==> config.mk <==
export PLATFORM = sky130hd
export DESIGN_NAME = nrzi_rx_flat
export DESIGN_NICKNAME = d
export VERILOG_FILES = /design/src/rtl/usb_rx_pkg.sv /design/src/rtl/nrzi_rx_if.sv /design/src/rtl/nrzi_rx_unstuff.sv /design/src/rtl/nrzi_rx.sv /design/src/flat_wrapper.sv
export SDC_FILE = /design/constraint.sdc
export NUM_CORES = 1
export LEC_CHECK = 0
export CORE_UTILIZATION = 55
export CTS_CLUSTER_DIAMETER = 120
export DETAILED_ROUTE_END_ITERATION = 8
export DONT_BUFFER_PORTS = 1
export PLACE_DENSITY = 0.67
export SETUP_SLACK_MARGIN = 0.2
export SKIP_LAST_GASP = 1
export SLEW_MARGIN = 20
export SYNTH_ARGS = -nofsm -noshare
export SYNTH_HDL_FRONTEND = slang
export SYNTH_SLANG_ARGS = --single-unit
==> constraint.sdc <==
create_clock -name clk -period 3.2 [get_ports clk]
set_input_delay 0.96 -clock clk [delete_from_list [all_inputs] [get_ports clk]]
set_output_delay 0.96 -clock clk [all_outputs]
set_load 0.02 [all_outputs]
==> src/rtl/usb_rx_pkg.sv <==
// Shared types and constants for the USB NRZI receive path.
// Latency: none (types, constants and a pure decode function only).
// Backpressure: none.
package usb_rx_pkg;

  // Differential line states as seen on {dp, dm}.
  typedef enum logic [1:0] {
    LS_J,
    LS_K,
    LS_SE0,
    LS_SE1
  } line_state_t;

  // Receiver framing states.
  typedef enum logic [2:0] {
    IDLE,
    DATA,
    EOP1,
    EOP2,
    ERR
  } rx_state_t;

  // SYNC is a run of at least this many decoded zeros closed by a one.
  localparam logic [2:0] SYNC_MIN_ZEROS = 3'd6;

  // After this many consecutive ones the transmitter inserts a zero.
  localparam logic [2:0] STUFF_LIMIT = 3'd6;

  // Map the raw line pair onto a line state.
  function automatic line_state_t classify(input logic dp, input logic dm);
    line_state_t ls;
    case ({dp, dm})
      2'b10:   ls = LS_J;
      2'b01:   ls = LS_K;
      2'b00:   ls = LS_SE0;
      default: ls = LS_SE1;
    endcase
    return ls;
  endfunction

endpackage

==> src/rtl/nrzi_rx_if.sv <==
// Line-side inputs and decoded-stream outputs of the NRZI receiver.
// Latency: n/a (signal bundle only).
// Backpressure: none; the decoded stream is push-only, one bit per strobe.
interface nrzi_rx_if;
  // line side
  logic bit_en;
  logic rx_en;
  logic dp;
  logic dm;
  // decoded stream and status
  logic bit_out;
  logic bit_valid;
  logic sync_det;
  logic eop_det;
  logic stuff_err;
  logic line_err;
  logic busy;

  // Driver of the line, consumer of the decoded stream.
  modport master (
    output bit_en, rx_en, dp, dm,
    input  bit_out, bit_valid, sync_det, eop_det, stuff_err, line_err, busy
  );

  // The receiver itself.
  modport slave (
    input  bit_en, rx_en, dp, dm,
    output bit_out, bit_valid, sync_det, eop_det, stuff_err, line_err, busy
  );
endinterface

==> src/rtl/nrzi_rx_unstuff.sv <==
// Bit-unstuffer: tracks consecutive ones and classifies each decoded data bit.
// Latency: outputs are combinational on the strobe; ones_cnt updates at the next edge.
// Backpressure: none; every strobed bit is classified in the cycle it arrives.
module nrzi_unstuff
  import usb_rx_pkg::*;
(
  input  logic clk,
  input  logic rst,
  input  logic clr,        // restart the run count (new packet or receiver off)
  input  logic bit_stb,    // a decoded data bit is presented this cycle
  input  logic bit_in,     // the decoded data bit
  output logic data_vld,   // bit is payload
  output logic drop,       // bit is a stuffed zero, discard it
  output logic stuff_err   // a one arrived where a stuffed zero was due
);

  logic [2:0] ones_cnt_q;
  logic [2:0] ones_cnt_d;

  // Classify the strobed bit against the current run of ones.
  always_comb begin
    ones_cnt_d = ones_cnt_q;
    data_vld   = 1'b0;
    drop       = 1'b0;
    stuff_err  = 1'b0;
    if (clr) begin
      ones_cnt_d = '0;
    end else if (bit_stb) begin
      if (ones_cnt_q == STUFF_LIMIT) begin
        // This position must carry the inserted zero.
        if (bit_in) begin
          stuff_err = 1'b1;
        end else begin
          drop       = 1'b1;
          ones_cnt_d = '0;
        end
      end else begin
        data_vld   = 1'b1;
        ones_cnt_d = bit_in ? (ones_cnt_q + 3'd1) : 3'd0;
      end
    end
  end

  // Run-length register.
  always_ff @(posedge clk) begin
    if (rst) begin
      ones_cnt_q <= '0;
    end else begin
      ones_cnt_q <= ones_cnt_d;
    end
  end

endmodule

==> src/rtl/nrzi_rx.sv <==
// USB NRZI receiver: line classify, SYNC hunt, NRZI decode, unstuff, EOP detect.
// Latency: one cycle from a bit_en sample to its registered pulse.
// Backpressure: none; define NRZI_RX_SE1_ERR_EN to flag SE1 inside a packet as line_err.
module nrzi_rx
  import usb_rx_pkg::*;
(
  input logic     clk,
  input logic     rst,
  nrzi_rx_if.slave bus
);

  // Framing state and counters.
  rx_state_t   state_q, state_d;
  logic [2:0]  zero_cnt_q, zero_cnt_d;
  line_state_t prev_line_q, prev_line_d;   // only ever LS_J or LS_K
  logic        se0_seen_q, se0_seen_d;     // ERR recovery: last sample was SE0

  // Registered outputs.
  logic bit_out_q, bit_out_d;
  logic bit_valid_q, bit_valid_d;
  logic sync_det_q, sync_det_d;
  logic eop_det_q, eop_det_d;
  logic stuff_err_q, stuff_err_d;
  logic line_err_q, line_err_d;
  logic busy_q, busy_d;

  // Sample decode.
  line_state_t ls_raw;
  line_state_t ls;
  logic        se1_fault;
  logic        dec_bit;
  logic        sync_hit;

  // Unstuffer hookup.
  logic us_clr;
  logic us_stb;
  logic us_vld;
  logic us_drop;
  logic us_err;

  // Classify the line; SE1 reads as J unless it is being flagged as a fault.
  always_comb begin
    ls_raw = classify(bus.dp, bus.dm);
    ls     = (ls_raw == LS_SE1) ? LS_J : ls_raw;
`ifdef NRZI_RX_SE1_ERR_EN
    se1_fault = (ls_raw == LS_SE1) && (state_q inside {DATA, EOP1, EOP2});
`else
    se1_fault = 1'b0;
`endif
    // SE0 never equals prev_line, so it always decodes as 0 and never matches SYNC.
    dec_bit = (ls == prev_line_q);
  end

  // SYNC closes on a decoded one after enough zeros; it also restarts the unstuffer.
  assign sync_hit = bus.rx_en && bus.bit_en && (state_q == IDLE) &&
                    dec_bit && (zero_cnt_q >= SYNC_MIN_ZEROS);
  assign us_clr   = !bus.rx_en || sync_hit;
  assign us_stb   = bus.rx_en && bus.bit_en && (state_q == DATA) &&
                    (ls != LS_SE0) && !se1_fault;

  nrzi_unstuff u_unstuff (
    .clk       (clk),
    .rst       (rst),
    .clr       (us_clr),
    .bit_stb   (us_stb),
    .bit_in    (dec_bit),
    .data_vld  (us_vld),
    .drop      (us_drop),
    .stuff_err (us_err)
  );

  // Next-state and pulse computation for one bit time.
  always_comb begin
    state_d     = state_q;
    zero_cnt_d  = zero_cnt_q;
    prev_line_d = prev_line_q;
    se0_seen_d  = se0_seen_q;
    bit_out_d   = 1'b0;
    bit_valid_d = 1'b0;
    sync_det_d  = 1'b0;
    eop_det_d   = 1'b0;
    stuff_err_d = 1'b0;
    line_err_d  = 1'b0;

    if (!bus.rx_en) begin
      // Receiver off: abandon any packet silently and re-arm from scratch.
      state_d     = IDLE;
      zero_cnt_d  = '0;
      prev_line_d = LS_J;
      se0_seen_d  = 1'b0;
    end else if (bus.bit_en) begin
      if (!se1_fault && (ls == LS_J || ls == LS_K)) begin
        prev_line_d = ls;
      end

      if (se1_fault) begin
        line_err_d = 1'b1;
        state_d    = ERR;
        se0_seen_d = 1'b0;
      end else begin
        case (state_q)
          IDLE: begin
            if (ls == LS_SE0) begin
              zero_cnt_d = '0;
            end else if (!dec_bit) begin
              zero_cnt_d = (zero_cnt_q == 3'd7) ? 3'd7 : (zero_cnt_q + 3'd1);
            end else if (sync_hit) begin
              // Zero count is cleared here too so a later IDLE cannot re-sync on stale zeros.
              sync_det_d = 1'b1;
              zero_cnt_d = '0;
              state_d    = DATA;
            end else begin
              zero_cnt_d = '0;
            end
          end

          DATA: begin
            if (ls == LS_SE0) begin
              state_d = EOP1;
            end else begin
              case (1'b1)
                us_err: begin
                  stuff_err_d = 1'b1;
                  state_d     = ERR;
                  se0_seen_d  = 1'b0;
                end
                us_vld: begin
                  bit_valid_d = 1'b1;
                  bit_out_d   = dec_bit;
                end
                us_drop: begin
                  // Stuffed zero: consumed without output.
                end
                default: begin
                end
              endcase
            end
          end

          EOP1: begin
            if (ls == LS_SE0) begin
              state_d = EOP2;
            end else begin
              line_err_d = 1'b1;
              state_d    = ERR;
              se0_seen_d = 1'b0;
            end
          end

          EOP2: begin
            if (ls == LS_J) begin
              eop_det_d = 1'b1;
              state_d   = IDLE;
            end else begin
              line_err_d = 1'b1;
              state_d    = ERR;
              se0_seen_d = 1'b0;
            end
          end

          ERR: begin
            // Leave only on an SE0 immediately followed by J (line back to idle).
            if (ls == LS_SE0) begin
              se0_seen_d = 1'b1;
            end else if (ls == LS_J && se0_seen_q) begin
              state_d    = IDLE;
              se0_seen_d = 1'b0;
            end else begin
              se0_seen_d = 1'b0;
            end
          end

          default: begin
            state_d = IDLE;
          end
        endcase
      end
    end

    busy_d = (state_d != IDLE);
  end

  // All state and outputs registered together.
  always_ff @(posedge clk) begin
    if (rst) begin
      state_q     <= IDLE;
      zero_cnt_q  <= '0;
      prev_line_q <= LS_J;
      se0_seen_q  <= 1'b0;
      bit_out_q   <= 1'b0;
      bit_valid_q <= 1'b0;
      sync_det_q  <= 1'b0;
      eop_det_q   <= 1'b0;
      stuff_err_q <= 1'b0;
      line_err_q  <= 1'b0;
      busy_q      <= 1'b0;
    end else begin
      state_q     <= state_d;
      zero_cnt_q  <= zero_cnt_d;
      prev_line_q <= prev_line_d;
      se0_seen_q  <= se0_seen_d;
      bit_out_q   <= bit_out_d;
      bit_valid_q <= bit_valid_d;
      sync_det_q  <= sync_det_d;
      eop_det_q   <= eop_det_d;
      stuff_err_q <= stuff_err_d;
      line_err_q  <= line_err_d;
      busy_q      <= busy_d;
    end
  end

  assign bus.bit_out   = bit_out_q;
  assign bus.bit_valid = bit_valid_q;
  assign bus.sync_det  = sync_det_q;
  assign bus.eop_det   = eop_det_q;
  assign bus.stuff_err = stuff_err_q;
  assign bus.line_err  = line_err_q;
  assign bus.busy      = busy_q;

endmodule

==> src/flat_wrapper.sv <==
// flat-port wrapper written by rule: the top's interface ports become plain ports
module nrzi_rx_flat import usb_rx_pkg::*;
  (clk, rst, bus_bit_en, bus_rx_en, bus_dp, bus_dm, bus_bit_out, bus_bit_valid, bus_sync_det, bus_eop_det, bus_stuff_err, bus_line_err, bus_busy);
  nrzi_rx_if bus_i ();
  input logic clk;
  input logic rst;
  input wire logic [$bits(bus_i.bit_en)-1:0] bus_bit_en;
  input wire logic [$bits(bus_i.rx_en)-1:0] bus_rx_en;
  input wire logic [$bits(bus_i.dp)-1:0] bus_dp;
  input wire logic [$bits(bus_i.dm)-1:0] bus_dm;
  output wire logic [$bits(bus_i.bit_out)-1:0] bus_bit_out;
  output wire logic [$bits(bus_i.bit_valid)-1:0] bus_bit_valid;
  output wire logic [$bits(bus_i.sync_det)-1:0] bus_sync_det;
  output wire logic [$bits(bus_i.eop_det)-1:0] bus_eop_det;
  output wire logic [$bits(bus_i.stuff_err)-1:0] bus_stuff_err;
  output wire logic [$bits(bus_i.line_err)-1:0] bus_line_err;
  output wire logic [$bits(bus_i.busy)-1:0] bus_busy;
  assign bus_i.bit_en = bus_bit_en;
  assign bus_i.rx_en = bus_rx_en;
  assign bus_i.dp = bus_dp;
  assign bus_i.dm = bus_dm;
  assign bus_bit_out = bus_i.bit_out;
  assign bus_bit_valid = bus_i.bit_valid;
  assign bus_sync_det = bus_i.sync_det;
  assign bus_eop_det = bus_i.eop_det;
  assign bus_stuff_err = bus_i.stuff_err;
  assign bus_line_err = bus_i.line_err;
  assign bus_busy = bus_i.busy;
  nrzi_rx u_core (.clk(clk), .rst(rst), .bus(bus_i));
endmodule
==> results.yml <==
status:
  status: "complete, no violations"
sta:
  grt_setup_unrepaired: "no"
  layout_setup_ws_ns: 0.7985
  actual_transition_at_the_worst_max_transition_pin_ns: 0.6510
  period_minus_slack_ns: 2.401
  hold_slack_ns: 0.4868
  final-max-slew-violation-count: 0
  finalSetupTns_ns: 0
  finalSetupViolCount: 0
  period_share_pct: 75.05
  achievable-frequency_mhz: 416.4
  hold_viol: 0
  setup_skew_ns: 0.002055
  timing.slew.headroom_pct: 56.60
yosys:
  netlist_top_cells_count: "19 x sky130_fd_sc_hd__dfxtp_1, 15 x sky130_fd_sc_hd__nand2_1, 9 x sky130_fd_sc_hd__a21oi_1"
  yosys-top-cells-area: "sky130_fd_sc_hd__dfxtp_1 36%, sky130_fd_sc_hd__nand2_1 5.4%, sky130_fd_sc_hd__ha_1 4.8%, sky130_fd_sc_hd__a21oi_1 4.3%, sky130_fd_sc_hd__buf_6 3.2%"
  post_synth_instance_area_sq_mm: 0.001046
  synth_seq_area_share_pct: 36.36
  synthesis.instances: 120
  synthDominantCellAreaShare_pct: 36.36
  synth_cell_types: 42
  synth_enable_flop_cells: 0
  synth.net_count: 130
  per_instance_average_area_after_synthesis_sq_um: 8.717
  synthFlopType: "sky130_fd_sc_hd__dfxtp_1"
  postSynth.asyncResetShare_pct: 0
  yosysMostFrequentCell: "sky130_fd_sc_hd__dfxtp_1"
  synth-warning-count: 0
  post-synth-top-area-cell: "sky130_fd_sc_hd__dfxtp_1"
  yosys_register_bits: 19
layout:
  layout.cells.non_filler: 143
  final_net_count: 129
  antenna-diode-count: 0
  layout-drive-gt1-share_pct: 8.475
  multi_input_area_sq_um: 589.3
  fin_area_sq_mm: 0.001057
  flow.area_growth_from_synthesis_pct: 1.076
  fillCellCount: 172
  area.sequential_sq_um: 380.4
  fin_util_pct: 60.57
power:
  pwr_density_cell_mw_per_mm2: 372.9
  comb_power_share_pct: 8.7
  cellLeakagePower_nw: 0.3539
  power.clock.fraction_pct: 29.4
  switchingPower_mw: 0.09287
  p_total_mw: 0.3943
  vdd_drop_max_mv: 0.1996
  seqPwrFrac_pct: 61.9
  switching_share_pct: 23.55
  p_int_mw: 0.3014
worst_setup_path:
  cp.required_ns: 3.38
  setup.worst_path.end_class: "register"
  critical_path.max_fanout: 12
  critical_path.startpoint_type: "input port"
  timing.reg2reg.worst_path_depth: 5
  timing.setup.critical_path_class: "input port to register"
  critPathArrivalTime_ns: 2.58
cts:
  clock_root_buffer: "sky130_fd_sc_hd__clkbuf_4"
  cts-resized-gates: 0
  tritoncts.num_buffers: 3
  post_cts.repair.setup_buffers: 0
  clock_latency_ns: 0.28
  tritoncts: "done"
  numClockSinks: 19
  clk_pin_slew_ns: 0.10
  clk_path_buf_depth: 2
  htree_levels: 1
  hold_buf_count_cts: 0
global_routing:
  grt_pass1_vias: 740
  antenna_found_initial: 0
  grt_start_max_net_pins: 15
  global_route_wire_length_before_repair_microns: 3367
  grt.total_usage_pct: 22.88
  gr-total-overflow: 0
flow_run:
  max_cap_check_violation_count: 0
place:
  finalWeightedCongestion: 0.8606
  detailed_place.area_sq_mm: 0.001031
  place.detailed.instances: 139
  portBuffers: 0
  dp_hpwl_microns: 1439
  post-place-ws_ns: 0.5025
floorplanning:
  ioPinCount: 13
  row_count: 15
  initial_core_util_pct: 59.93
  horizontal_die_dimension_microns: 45.61
  die_height_microns: 45.61
  floorplan.die_area_sq_mm: 0.002080
  core_area_sq_mm: 0.001745
routing:
  post_dr_vias_cell: 5.846
  remaining_drc_errors: 0
  route.antenna.remaining_nets: 0
  drtIter0Drc: 14
  drt_first_pass_iters: 4
  num_vias: 836
  routedWlPerCell_microns: 13.62
  postRouteWirelength_microns: 1948
min_path:
  whs_path_depth: 2
  worst_min_delay_path_class: "register to register"
-- state kept, by name, indices dropped and copies added, names as in the netlist, 2 cells and up --
name	count
u_core.u_unstuff.ones_cnt_q	3
u_core.state_q	3
u_core.prev_line_q	2
u_core.zero_cnt_q	3
-- routing by layer --
| layer | vias up | track usage (%) | wire (microns) | share of wire (%) |
|---|---|---|---|---|
| met3 | 2 | 7.937 | 71 | 3.6 |
| met1 | 390 | 30.02 | 1003 | 51 |
| met5 | - | 0 | 0 | 0 |
| met4 | 0 | 7.273 | 15 | 0.77 |
| met2 | 14 | 34.86 | 857 | 44 |
| li1 | 430 | - | - | - |
-- power groups by stage --
stage / combinational (mW) / clock (mW) / sequential [mW]
after floorplan: 0.0346 / 0 / 0.247
after global placement: 0.0333 / 0 / 0.249
after detailed placement: 0.0341 / 0 / 0.249
after CTS: 0.0343 / 0.121 / 0.244
after global routing: 0.0374 / 0.136 / 0.245
final: 0.0344 / 0.116 / 0.244
-- area by class of cell --
| type | instances | share of cell area (%) |
|---|---|---|
| Clock buffer | 4 | 2.485 |
| Inverter | 6 | 2.130 |
| Multi-Input combinational cell | 88 | 55.74 |
| Sequential cell | 19 | 35.98 |
| Tap cell | 25 | 2.959 |
| Timing Repair Buffer | 1 | 0.7101 |
-- final timing paths --
check | startpoint | endpoint | slack (ns)
setup / recovery | bus_dm | u_core.bus.busy | 0.80
hold / removal | u_core.se0_seen_q | u_core.se0_seen_q | 0.49
setup reg to reg | u_core.prev_line_q[1] | u_core.bus.busy | 1.05
hold reg to reg | u_core.se0_seen_q | u_core.se0_seen_q | 0.49
-- layout by cell type (no fill, tap or decap), types with 2 or more instances in the layout --
master | synthesis | layout
sky130_fd_sc_hd__clkbuf_4 | 0 | 3
sky130_fd_sc_hd__nand3_1 | 3 | 3
sky130_fd_sc_hd__o21ai_0 | 2 | 2
sky130_fd_sc_hd__a211oi_1 | 3 | 3
sky130_fd_sc_hd__nand4_1 | 3 | 3
sky130_fd_sc_hd__nor3_1 | 3 | 3
sky130_fd_sc_hd__nand2b_1 | 5 | 5
sky130_fd_sc_hd__nor4_1 | 5 | 5
sky130_fd_sc_hd__or3_1 | 3 | 3
sky130_fd_sc_hd__o21ai_1 | 2 | 2
sky130_fd_sc_hd__inv_1 | 6 | 6
sky130_fd_sc_hd__nor4bb_1 | 2 | 2
sky130_fd_sc_hd__ha_1 | 4 | 4
sky130_fd_sc_hd__dfxtp_1 | 19 | 19
sky130_fd_sc_hd__nor2_1 | 7 | 7
sky130_fd_sc_hd__nand2_1 | 15 | 15
sky130_fd_sc_hd__mux2i_1 | 2 | 2
sky130_fd_sc_hd__a21oi_1 | 9 | 9
-- critical path, cell delays in order --
cell and delay [ns]:
sky130_fd_sc_hd__nor4bb_1 0.14, sky130_fd_sc_hd__a311oi_4 0.62, sky130_fd_sc_hd__nor4_1 0.12, sky130_fd_sc_hd__or3_1 0.40
sky130_fd_sc_hd__or3_1 0.34
-- logic make-up after synthesis --
| family | Yosys count | synth area share, % |
|---|---|---|
| AO/OA/AOI/OAI | 25 | 17.82 |
| XOR/XNOR | 1 | 0.8375 |
| buffers and inverters | 13 | 7.295 |
| adder cells (fa/ha/maj) | 4 | 4.785 |
| flip-flops | 19 | 36.36 |
| AND/OR/NAND/NOR | 56 | 30.98 |
| multiplexers | 2 | 1.914 |
(Power assumes the default switching activity.)
